$ cat src/rtl/jclock_stepper_pkg.sv
// Shared types and constants for the CPU timing stage: FSM encodings,
// quarter-phase codes and the per-quarter enable/set phase lookups.
package jclk_pkg;

  typedef enum logic [1:0] {
    S_IDLE  = 2'd0,
    S_RUN   = 2'd1,
    S_SSTEP = 2'd2
  } state_e;

  localparam logic [1:0] IDLE  = S_IDLE;
  localparam logic [1:0] RUN   = S_RUN;
  localparam logic [1:0] SSTEP = S_SSTEP;

  localparam logic [1:0] Q0 = 2'd0;
  localparam logic [1:0] Q1 = 2'd1;
  localparam logic [1:0] Q2 = 2'd2;
  localparam logic [1:0] Q3 = 2'd3;

  // Bit n of each lookup is the phase level during quarter n.
  localparam logic [3:0] CLKE_LUT = 4'b0111;
  localparam logic [3:0] CLKS_LUT = 4'b0010;

  function automatic logic phase_bit(input logic [3:0] lut, input logic [1:0] q);
    return lut[q];
  endfunction

endpackage

$ cat src/rtl/jclock_stepper_if.sv
// Control/timing bundle between the CPU control logic (master) and the
// timing stage (slave).
interface jclock_stepper_if #(
  parameter int STEPS = 6
);
  // run/halt/step_clr are levels sampled on every rising clk edge; step_req is
  // a 1-clk pulse honoured only while the stage is idle and never queued.
  // There is no back-pressure: every output is a registered level or pulse.
  logic             run;
  logic             step_req;
  logic             halt;
  logic             step_clr;
  logic             clke;
  logic             clks;
  logic [STEPS-1:0] steps;
  logic             cycle_done;
  logic             running;
  logic [1:0]       dbg_state;

  modport master (
    output run, step_req, halt, step_clr,
    input  clke, clks, steps, cycle_done, running, dbg_state
  );

  modport slave (
    input  run, step_req, halt, step_clr,
    output clke, clks, steps, cycle_done, running, dbg_state
  );

endinterface

$ cat src/rtl/jclock_stepper_jstepper.sv
// One-hot instruction step ring: rotates left on advance, clear forces step 1.
// Reset and clear both land on bit0 so the vector is never zero or multi-hot.
module jstepper #(
  parameter int STEPS = 6
) (
  input  logic             clk,
  input  logic             rst_n,
  input  logic             adv,
  input  logic             clr,
  output logic [STEPS-1:0] steps
);

  localparam logic [STEPS-1:0] STEP1 = {{(STEPS-1){1'b0}}, 1'b1};

  always_ff @(posedge clk or negedge rst_n) begin
    if (!rst_n) begin
      steps <= STEP1;
    end else if (clr) begin
      steps <= STEP1;
    end else if (adv) begin
      steps <= {steps[STEPS-2:0], steps[STEPS-1]};
    end
  end

endmodule

$ cat src/rtl/jclock_stepper.sv
// CPU timing stage: run/single-step/halt FSM, quarter-phase divider and
// registered clke/clks decode driving the one-hot step ring.
module jclock_stepper #(
  parameter int STEPS = 6,
  parameter int DIV   = 1
) (
  input  logic            clk,
  input  logic            rst_n,
  jclock_stepper_if.slave bus
);

  import jclk_pkg::*;

  localparam int            CW       = (DIV > 1) ? $clog2(DIV) : 1;
  localparam logic [CW-1:0] CNT_LAST = CW'(DIV - 1);

  logic [1:0]    state_q, state_d;
  logic [1:0]    q_q, q_d;
  logic [CW-1:0] cnt_q, cnt_d;
  logic          clke_q, clks_q, done_q, running_q;
  logic          cycle_end;
  logic          active_d;

  // Next-state logic; outputs are registered from the *next* state so every
  // phase level changes cleanly on the same edge as the quarter itself.
  always_comb begin
    state_d   = state_q;
    q_d       = q_q;
    cnt_d     = cnt_q;
    cycle_end = 1'b0;
    case (state_q)
      IDLE: begin
        q_d   = Q0;
        cnt_d = '0;
        if (bus.run && !bus.halt) begin
          state_d = RUN;
        end else if (bus.step_req && !bus.halt) begin
          state_d = SSTEP;
        end
      end
      RUN, SSTEP: begin
        if (cnt_q == CNT_LAST) begin
          cnt_d = '0;
          if (q_q == Q3) begin
            cycle_end = 1'b1;
            q_d       = Q0;
            if (!(state_q == RUN && bus.run && !bus.halt)) begin
              state_d = IDLE;
            end
          end else begin
            q_d = q_q + 2'd1;
          end
        end else begin
          cnt_d = cnt_q + CW'(1);
        end
      end
      default: begin
        state_d = IDLE;
        q_d     = Q0;
        cnt_d   = '0;
      end
    endcase
  end

  assign active_d = (state_d != IDLE);

  always_ff @(posedge clk or negedge rst_n) begin
    if (!rst_n) begin
      state_q   <= IDLE;
      q_q       <= Q0;
      cnt_q     <= '0;
      clke_q    <= 1'b0;
      clks_q    <= 1'b0;
      done_q    <= 1'b0;
      running_q <= 1'b0;
    end else begin
      state_q   <= state_d;
      q_q       <= q_d;
      cnt_q     <= cnt_d;
      clke_q    <= active_d && phase_bit(CLKE_LUT, q_d);
      clks_q    <= active_d && phase_bit(CLKS_LUT, q_d);
      done_q    <= active_d && (q_d == Q3) && (cnt_d == CNT_LAST);
      running_q <= active_d;
    end
  end

  jstepper #(
    .STEPS(STEPS)
  ) u_stepper (
    .clk   (clk),
    .rst_n (rst_n),
    .adv   (cycle_end),
    .clr   (cycle_end && bus.step_clr),
    .steps (bus.steps)
  );

  assign bus.clke       = clke_q;
  assign bus.clks       = clks_q;
  assign bus.cycle_done = done_q;
  assign bus.running    = running_q;
  assign bus.dbg_state  = state_q;

endmodule

$ cat src/flat_wrapper.sv
// flat-port wrapper written by rule: the top's interface ports become plain ports
module jclock_stepper_flat import jclk_pkg::*;
#(
  parameter int STEPS = 6,
  parameter int DIV   = 1
)
  (clk, rst_n, bus_run, bus_step_req, bus_halt, bus_step_clr, bus_clke, bus_clks, bus_steps, bus_cycle_done, bus_running, bus_dbg_state);
  jclock_stepper_if #(.STEPS(STEPS)) bus_i ();
  input  logic clk;
  input  logic rst_n;
  input wire logic [$bits(bus_i.run)-1:0] bus_run;
  input wire logic [$bits(bus_i.step_req)-1:0] bus_step_req;
  input wire logic [$bits(bus_i.halt)-1:0] bus_halt;
  input wire logic [$bits(bus_i.step_clr)-1:0] bus_step_clr;
  output wire logic [$bits(bus_i.clke)-1:0] bus_clke;
  output wire logic [$bits(bus_i.clks)-1:0] bus_clks;
  output wire logic [$bits(bus_i.steps)-1:0] bus_steps;
  output wire logic [$bits(bus_i.cycle_done)-1:0] bus_cycle_done;
  output wire logic [$bits(bus_i.running)-1:0] bus_running;
  output wire logic [$bits(bus_i.dbg_state)-1:0] bus_dbg_state;
  assign bus_i.run = bus_run;
  assign bus_i.step_req = bus_step_req;
  assign bus_i.halt = bus_halt;
  assign bus_i.step_clr = bus_step_clr;
  assign bus_clke = bus_i.clke;
  assign bus_clks = bus_i.clks;
  assign bus_steps = bus_i.steps;
  assign bus_cycle_done = bus_i.cycle_done;
  assign bus_running = bus_i.running;
  assign bus_dbg_state = bus_i.dbg_state;
  jclock_stepper #(.STEPS(STEPS), .DIV(DIV)) u_core (.clk(clk), .rst_n(rst_n), .bus(bus_i));
endmodule
$ cat config.mk
export PLATFORM = sky130hd
export DESIGN_NAME = jclock_stepper_flat
export DESIGN_NICKNAME = d
export VERILOG_FILES = /design/src/rtl/jclock_stepper_pkg.sv /design/src/rtl/jclock_stepper_if.sv /design/src/rtl/jclock_stepper_jstepper.sv /design/src/rtl/jclock_stepper.sv /design/src/flat_wrapper.sv
export SDC_FILE = /design/constraint.sdc
export NUM_CORES = 1
export LEC_CHECK = 0
export CAP_MARGIN = 20
export CORE_MARGIN = 2
export CORE_UTILIZATION = 35
export CTS_CLUSTER_SIZE = 8
export DETAILED_ROUTE_END_ITERATION = 7
export GPL_ROUTABILITY_DRIVEN = 1
export GPL_TIMING_DRIVEN = 0
export SLEW_MARGIN = 15
export SYNTH_ARGS = -nofsm -noshare
export SYNTH_HDL_FRONTEND = slang
export SYNTH_SLANG_ARGS = --single-unit
$ cat constraint.sdc
create_clock -name clk -period 1.96 [get_ports clk]
set_input_delay 0.392 -clock clk [delete_from_list [all_inputs] [get_ports clk]]
set_output_delay 0.392 -clock clk [all_outputs]
set_load 0.01 [all_outputs]
== Word level (Yosys, flattened, before mapping) ==
Cells that the tools add are included.

* Add/sub/neg operators: 2
* Multipliers: 0
* Div/mod/pow operators: 0
* $lt $le $gt $ge: 1
* Equal/unequal tests: 4
* Shift-type cells: 0
* Muxes and demuxes: 20
* Bitwise logic cells: 1
* Reductions and logical operators: 14

{| class="wikitable"
|+ Operators by type and width
! operator !! count
|-
| 2-bit two-way mux || 8
|-
| 6-bit two-way mux || 2
|-
| 1-bit logical AND || 9
|-
| 1-bit two-way mux || 7
|-
| 2-bit == test, second input constant || 3
|-
| 1-bit binary-select mux with 2-bit select || 2
|-
| 2-bit one-hot mux with 2 select lines || 1
|-
| 2-bit nonzero test || 2
|-
| 2-bit by 3-bit less-than comparator with 1-bit output, second input constant || 1
|-
| 2-bit by 1-bit adder with 2-bit output, second input constant || 1
|-
| 2-bit by 1-bit == test with 1-bit output, second input constant || 1
|-
| 2-bit logical NOT || 1
|-
| 2-bit OR reduction || 1
|-
| 1-bit adder, second input constant || 1
|-
| 1-bit logical NOT || 1
|-
| 1-bit NOT || 1
|}

* Register bits: 15
* Latch bits: 0
* Memory bits (writable): 0
* Bits in read-only memories: 0
* Bits of input ports: 6
* Output and inout bits: 12
* Logic and storage cells: 50
* Memories kept: 0

== Depth between registers and ports, before layout ==
Gate-level depths: netlist of the first run.

* Depth in word-level cells: 10
* Depth in mapped cells: 6
* Mapped depth without buffers: 6

== Hierarchy ==
Synthesis of the first run repeated with hierarchy kept, for this count alone.

* Cell total of the unflattened synthesis: 54
* Area total of the unflattened synthesis: 676.9 µm²

{| class="wikitable"
|+ Modules (own cells, without submodules)
! module !! times used !! cells each !! area an instance (µm²) !! sequential area each (µm²)
|-
| jclock_stepper || 1 || 35 || 427.9 || 200.2
|-
| jstepper || 1 || 19 || 249.0 || 151.4
|}

== Worst setup path before layout of the first run ==
No wires, ideal clock.

* Path kind: reg2reg
* Start: reg u_core.state_q[0] (netlist: u_core.bus.dbg_state[0])
* End: reg u_core.done_q (netlist: u_core.bus.cycle_done)
* Library setup time: 136 ps
* Data arrival time: 1448 ps
* Data required time: 1824 ps
* Setup slack: 376 ps
* Stages on the path, launching flop included: 7
* Path buffers: 0
* Clock period less this slack: 1584 ps
* Cells stage by stage: dfrtp_1 > inv_1 > ha_1 > nand2_1 > a21oi_1 > a2111oi_4 > nor3_1

* Word-level cells in the longest chain between the ends: 10
* Elaborated cells on any way between the ends: 19
* Those cells by class: eq/ne: 3; mux: 8; bitwise: 1; reduce/logical: 7

{| class="wikitable"
|+ Ends and longest elaborated chain
! element !! RTL line !! text
|-
| from (decl) || jclock_stepper.sv:17 || <nowiki>logic [1:0] state_q, state_d;</nowiki>
|-
| from (signal assigned) || jclock_stepper.sv:77 || <nowiki>state_q <= state_d;</nowiki>
|-
| 2-bit by 1-bit == test with 1-bit output || jclock_stepper.sv:31, jclock_stepper.sv:47 ||
|-
| 1-bit logical AND (2 in series) || jclock_stepper.sv:47 || <nowiki>if (!(state_q == RUN && bus.run && !bus.halt)) begin</nowiki>
|-
| 2-bit two-way mux || jclock_stepper.sv:47 ||
|-
| 2-bit two-way mux || jclock_stepper.sv:44 || <nowiki>if (q_q == Q3) begin</nowiki>
|-
| 2-bit two-way mux || jclock_stepper.sv:42 || <nowiki>if (cnt_q == CNT_LAST) begin</nowiki>
|-
| 2-bit one-hot mux with 2 select lines || jclock_stepper.sv:31 || <nowiki>case (state_q)</nowiki>
|-
| 2-bit nonzero test || jclock_stepper.sv:65 || <nowiki>assign active_d = (state_d != IDLE);</nowiki>
|-
| 1-bit logical AND || jclock_stepper.sv:82 || <nowiki>done_q <= active_d && (q_d == Q3) && (cnt_d == CNT_LAST);</nowiki>
|-
| 1-bit logical AND (*) || jclock_stepper.sv:82 ||
|-
| to (signal assigned) || jclock_stepper.sv:82 ||
|-
| to (decl) || jclock_stepper.sv:20 || <nowiki>logic clke_q, clks_q, done_q, running_q;</nowiki>
|}

Every way passes the cells marked *; elsewhere a longest branch is shown, timed or not.
A chain may end at the register's enable or synchronous reset.

== Worst setup path after layout of the first run ==
* Start: reg u_core.u_stepper.steps[0]
* End: out bus_steps[0]

{| class="wikitable"
|+ RTL lines
! element !! RTL line !! text
|-
| from (decl) || jclock_stepper_jstepper.sv:10 || <nowiki>output logic [STEPS-1:0] steps</nowiki>
|-
| from (signal assigned) || jclock_stepper_jstepper.sv:21 || <nowiki>steps <= {steps[STEPS-2:0], steps[STEPS-1]};</nowiki>
|-
| to (decl) || flat_wrapper.sv:17 || <nowiki>output wire logic [$bits(bus_i.steps)-1:0] bus_steps;</nowiki>
|}

No word-level cell between the ends.

==> results of run 1 <==
## cells in the mapped netlist
cell type / number / share of area [%]
a21oi_1: 3 / 2.3
o211a_1: 1 / 1.5
dfrtp_1: 13 / 50
nor4b_2: 1 / 2.3
and2_1: 1 / 0.96
clkbuf_1: 1 / 0.58
o21ai_0: 6 / 4.6
a2111oi_4: 1 / 4.2
nor3_1: 1 / 0.77
o21ai_1: 1 / 0.77
inv_1: 2 / 1.2
nor2_1: 5 / 2.9
ha_1: 4 / 7.7
nand2_1: 10 / 5.8
nand3b_1: 1 / 1.2
dfstp_2: 1 / 4.0
nand2b_1: 6 / 5.8
nor3b_1: 2 / 2.3
nor2b_1: 1 / 0.96
## where the power goes
part	internal, mW	switching (mW)
sequential	0.428	0.0884
combinational	0.363	0.308
clock	0.0788	0.0897
## how the worst max path moves through the flow
stage                               from  depth (start not counted)               endpoint
2_1_floorplan    u_core.bus.dbg_state[0]                          6  u_core.bus.cycle_done
3_3_place_gp                bus_step_req                          5        u_core.bus.clke
3_5_place_dp                bus_step_req                          5        u_core.bus.clke
4_1_cts        u_core.u_stepper.steps[0]                          1           bus_steps[0]
5_1_grt        u_core.u_stepper.steps[0]                          1           bus_steps[0]
6_report       u_core.u_stepper.steps[0]                          1           bus_steps[0]
## worst register-to-register path, cell delays in order (launching register included)
cell and delay, ns:
dfrtp_1 0.43, inv_1 0.08, ha_1 0.36, nand2_1 0.09
a21oi_1 0.07, a2111oi_4 0.43, nor3_1 0.09
## registers in the layout (all words and copies together) (netlist names)
register,flops
u_core.bus.running,1
u_core.u_stepper.steps,6
u_core.bus.clke,1
u_core.bus.cycle_done,1
u_core.bus.dbg_state,2
u_core.q_q,2
u_core.bus.clks,1
## layer usage
layer | global-route usage (%) | share of wire, % | vias to the layer above
met2 | 21.4 | 50 | 14
met3 | 3.46 | 6.0 | 4
li1 | - | - | 247
met4 | 5.00 | 0.73 | 0
met1 | 17.5 | 43 | 233
met5 | 0 | 0 | -
## layout make-up
cell class | count | share of cell area (%)
clock buffers | 4 | 3.00
well taps | 25 | 3.57
repair buffers | 17 | 19.4
flip-flops and latches | 14 | 40.1
inverters | 2 | 0.856
multi-input cells | 44 | 32.7
plain buffers | 1 | 0.428
## per-stage QoR
step	instances	hold slack, ns
2_1_floorplan	61	0.0964
6_report	107	0.494
3_5_place_dp	103	0.481
5_1_grt	107	0.506
3_3_place_gp	103	0.453
4_1_cts	107	0.493
## cell families (layout without fill, tap and decap cells)
| logic type | count (synthesis) | in the layout |
|---|---|---|
| simple gates | 28 | 28 |
| flops | 14 | 14 |
| compound gates | 12 | 12 |
| buf+inv | 3 | 24 |
| fa+ha+maj | 4 | 4 |
==> impl_metrics.csv, run 1 <==
group,metric,value,unit
place,dpl_cell_area,851,um^2
floorplan,rows,15,
pwr,p_total,1.36,mW
place,dp_slack,0.101,ns
timing,hold_viol,0,
run,max_cap_violations,0,
hold_path,hold_path.class,"flop to flop",
place,gp_congestion,0.708,
clocking,cts_tree,"yes",
synth,synth_nets,71,
finish,final_common_cell,"clkdlybuf4s50_1",
floorplan,fp.dieW,47.1,um
timing,rsz0062_at_grt,"false",
synth,synth-simple-area-share,22.9,%
setup_path,critical_path.startpoint_type,"flop",
synth,synth_top_family_by_area,"simple AND/OR/NAND/NOR gates",
setup_path,cp.arrival,1.34,ns
setup_path,crit_fanout,3,
outcome,status,"finished, final reports clean",
setup_path,r2r-end,"u_core.bus.cycle_done",
finish,layout_common_cells,"17 x clkdlybuf4s50_1, 13 x dfrtp_1, 10 x nand2_1",
setup_path,path_buf_inv,1,
synth,synth-compound-area-share,13.5,%
finish,final_area,877,um^2
hold_path,whs_endpoint,"u_core.u_stepper.steps[0]",
timing,setup_slack,0.224,ns
synth,synth_xor_area_share,0,%
floorplan,die-height,47.1,um
grt,grt_pass1_wl,2060,um
detailed_routing,wl,1230,um
grt,grt_max_degree,15,
timing,fmax,576,MHz
timing,worstMarginPinSlew,0.619,ns
synth,synth.area.mux_share,0,%
clocking,htreeDepth,1,
hold_path,min_path_cells,2,
timing,min_period_over_period,88.6,%
timing,slew_viol_final,0,
clocking,path_clk_slew,0.08,ns
finish,seq_area,352,um^2
grt,gr-total-overflow,0,
synth,post_synth_num_cell_types,19,
detailed_routing,vias,498,
grt,antenna_found_initial,0,
finish,multi_input_area,287,um^2
detailed_routing,drt-wirelength-per-cell,11.4,um
clocking,cts.sinks,14,
synth,syn_avg_cell_area,10.6,um^2
pwr,powerDensity,1550,nW/um^2
detailed_routing,ant_nets,0,
clocking,root_buffer,"clkbuf_4",
finish,nets,93,
floorplan,initial_core_util,37.6,%
synth,yosysSeqAreaShare,54.1,%
setup_path,rr_worst_depth,6,
clocking,holdBufCountCts,0,
grt,grt_pass1_vias,467,
setup_path,cp-end-kind,"output pin",
pwr,leakage,0.394,nW
clocking,cts_made_buffers,3,
detailed_routing,vias_per_cell,4.65,
finish,diodes,0,
synth,syn_area,649,um^2
setup_path,crit_slowest_cell,"dfstp_2",
floorplan,coreArea,1730,um^2
place,dp_hpwl,948,um
synth,synth_warnings,0,
detailed_routing,drt_iter0_markers,10,
setup_path,regToRegSetupSlack,0.28,ns
clocking,clk_latency,0.27,ns
hold_path,hp-start,"u_core.u_stepper.steps[0]",
floorplan,die-area,2220,um^2
clocking,post_cts_resized,0,
finish,utilization,50.8,%
finish,fillers,165,
grt,grt_usage,13.4,%
setup_path,max_stage_delay,0.54,ns
setup_path,reg2reg_from,"u_core.bus.dbg_state[0]",
setup_path,crit_family,"flip-flops",
setup_path,crit_chain,"clkdlybuf4s50_1",
clocking,post-cts-setup-buffer-count,0,
timing,period_minus_slack,1.74,ns
detailed_routing,drt_first_pass_iters,5,
synth,synth-seq-cells,14,
setup_path,critPathKind,"flop to output pin",
detailed_routing,drcViolationCount,0,
floorplan,pin_count,18,
timing,setup_viol,0,
synth,synthCells,61,
pwr,ir_drop,0.703,mV
timing,relSlewSlack,58.6,%
synth,synthAdderAreaFrac,7.71,%
finish,drive_above_1_share,7.32,%
finish,area_delta_synth_final,35.1,%
timing,tns,0,ns
place,port_buffers,17,
clocking,clk_path_buf_depth,2,
setup_path,cp.required,1.57,ns
timing,skew,0.000649,ns
Power figures use the tool's default switching activity.
==> run 2, diff against run 1 <==
--- a/config.mk
+++ b/config.mk
@@ -8,6 +8,7 @@
 export CAP_MARGIN = 20
 export CORE_MARGIN = 2
 export CORE_UTILIZATION = 35
+export CTS_BUF_LIST = sky130_fd_sc_hd__clkbuf_4 sky130_fd_sc_hd__clkbuf_8
 export CTS_CLUSTER_SIZE = 8
 export DETAILED_ROUTE_END_ITERATION = 7
 export GPL_ROUTABILITY_DRIVEN = 1
==> run 2 against run 1 <==
Compared with the run above:
- critical path type unchanged
- largest cell class unchanged
- routed wire length shrank 0.57%
- critical endpoint unchanged
- core utilization grew 0.22 points
- cell count is the same
- first-iteration DRC count is the same
- total power grew 0.98%
==> impl_metrics.csv, run 2 (synthesized netlist as in run 1, its figures left out) <==
group,metric,value,unit
detailed_routing,top_layer,"met4",
timing,holdWs,0.495,ns
pwr,powerDensity,1550,nW/um^2
place,port_buffers,17,
finish,largest_register_ffs,6,
grt,grt_pass1_vias,467,
detailed_routing,vias_per_cell,4.61,
setup_path,critical_path.startpoint_type,"flop",
detailed_routing,wl_met3,73,um
detailed_routing,drt_first_pass_iters,4,
grt,grt_max_degree,15,
finish,seq_area,352,um^2
clocking,holdBufCountCts,0,
setup_path,critPathKind,"flop to output pin",
timing,relSlewSlack,58.2,%
floorplan,rows,15,
setup_path,cp.required,1.57,ns
setup_path,cp.arrival,1.34,ns
timing,fmax,576,MHz
detailed_routing,drcViolationCount,0,
detailed_routing,wl,1220,um
timing,rsz0062_at_grt,"false",
clocking,post_cts_resized,0,
run,max_cap_violations,0,
setup_path,path_buf_inv,1,
detailed_routing,drt_iter0_markers,10,
timing,slew_viol_final,0,
floorplan,fp.dieW,47.1,um
pwr,ir_drop,0.706,mV
timing,skew,0.00171,ns
setup_path,setup.worst_path.start,"u_core.u_stepper.steps[0]",
detailed_routing,wl_met2,614,um
detailed_routing,drt-wirelength-per-cell,11.4,um
place,dp_slack,0.101,ns
floorplan,coreArea,1730,um^2
detailed_routing,vias,493,
setup_path,rr_worst_depth,6,
grt,grt_pass1_wl,2030,um
finish,final_common_cell,"clkdlybuf4s50_1",
finish,layout_common_cells,"17 x clkdlybuf4s50_1, 13 x dfrtp_1, 10 x nand2_1",
clocking,cts.sinks,14,
setup_path,r2r-end,"u_core.bus.cycle_done",
clocking,cts_tree,"yes",
setup_path,regToRegSetupSlack,0.29,ns
setup_path,max_stage_delay,0.54,ns
finish,fillers,165,
clocking,post-cts-setup-buffer-count,0,
setup_path,crit_family,"flip-flops",
outcome,status,"finished, final reports clean",
hold_path,hold_path.class,"input pin to async pin",
setup_path,crit_slowest_cell,"dfstp_2",
floorplan,pin_count,18,
floorplan,die-area,2220,um^2
clocking,htreeDepth,1,
finish,regMostFlops,"u_core.u_stepper.steps",
setup_path,crit_path_end,"bus_steps[0]",
finish,multi_input_area,287,um^2
pwr,p_total,1.37,mW
timing,setup_viol,0,
timing,hold_viol,0,
setup_path,reg2reg_from,"u_core.bus.dbg_state[0]",
finish,drive_above_1_share,8.54,%
grt,antenna_found_initial,0,
timing,tns,0,ns
floorplan,die-height,47.1,um
timing,min_period_over_period,88.6,%
setup_path,crit_chain,"clkdlybuf4s50_1",
clocking,cts_made_buffers,3,
timing,worstMarginPinSlew,0.625,ns
finish,nets,93,
clocking,clk_latency,0.27,ns
setup_path,path_depth,1,
place,gp_congestion,0.708,
floorplan,initial_core_util,37.6,%
grt,grt_usage,13.2,%
clocking,root_buffer,"clkbuf_4",
setup_path,cp-end-kind,"output pin",
pwr,leakage,0.397,nW
clocking,path_clk_slew,0.08,ns
finish,area_delta_synth_final,35.6,%
timing,period_minus_slack,1.74,ns
grt,gr-total-overflow,0,
timing,setup_slack,0.224,ns
clocking,clk_path_buf_depth,2,
detailed_routing,drt-met1-wl,524,um
setup_path,crit_fanout,3,
finish,diodes,0,
detailed_routing,ant_nets,0,
place,dp_hpwl,948,um
[run 2: area by class of cell]
cell class	count	share of cell area (%)
Sequential cell	14	39.9
Timing Repair Buffer	17	19.3
Inverter	2	0.852
Multi-Input combinational cell	44	32.5
Clock buffer	4	3.41
Buffer	1	0.426
Tap cell	25	3.55
[run 2: worst min-delay path by stage]
stage / end / cells past startpoint
CTS: u_core.q_q[0] / 1
floorplan: u_core.bus.clke / 0
global placement: u_core.q_q[0] / 1
finish: u_core.u_stepper.steps[2] / 1
global route: u_core.q_q[0] / 1
detailed placement: u_core.q_q[0] / 1
[run 2: per-stage QoR]
step / cells / utilization (%) / area [um^2]
floorplan: 61 / - / 649
global placement: 103 / 49.3 / 851
detailed placement: 103 / 49.3 / 851
CTS: 107 / 51.0 / 881
global route: 107 / 51.0 / 881
finish: 107 / 51.0 / 881
[run 2: per-layer routing]
metal	track usage, %	up-vias
met4	5.00	0
met5	0	-
met3	3.46	2
met1	17.0	230
li1	-	247
met2	21.4	14
[run 2: report_power, final]
group	switching (mW)	internal [mW]	total [mW]
Clock	0.0901	0.0927	0.183
Combinational	0.309	0.363	0.672
Sequential	0.0866	0.428	0.514
==> run 3, diff against run 2 <==
--- a/config.mk
+++ b/config.mk
@@ -17,3 +17,4 @@
 export SYNTH_ARGS = -nofsm -noshare
 export SYNTH_HDL_FRONTEND = slang
 export SYNTH_SLANG_ARGS = --single-unit
+export TNS_END_PERCENT = 20
==> results of run 3 <==
No change in the layout: final DEF, timing and power equal those of run 2.
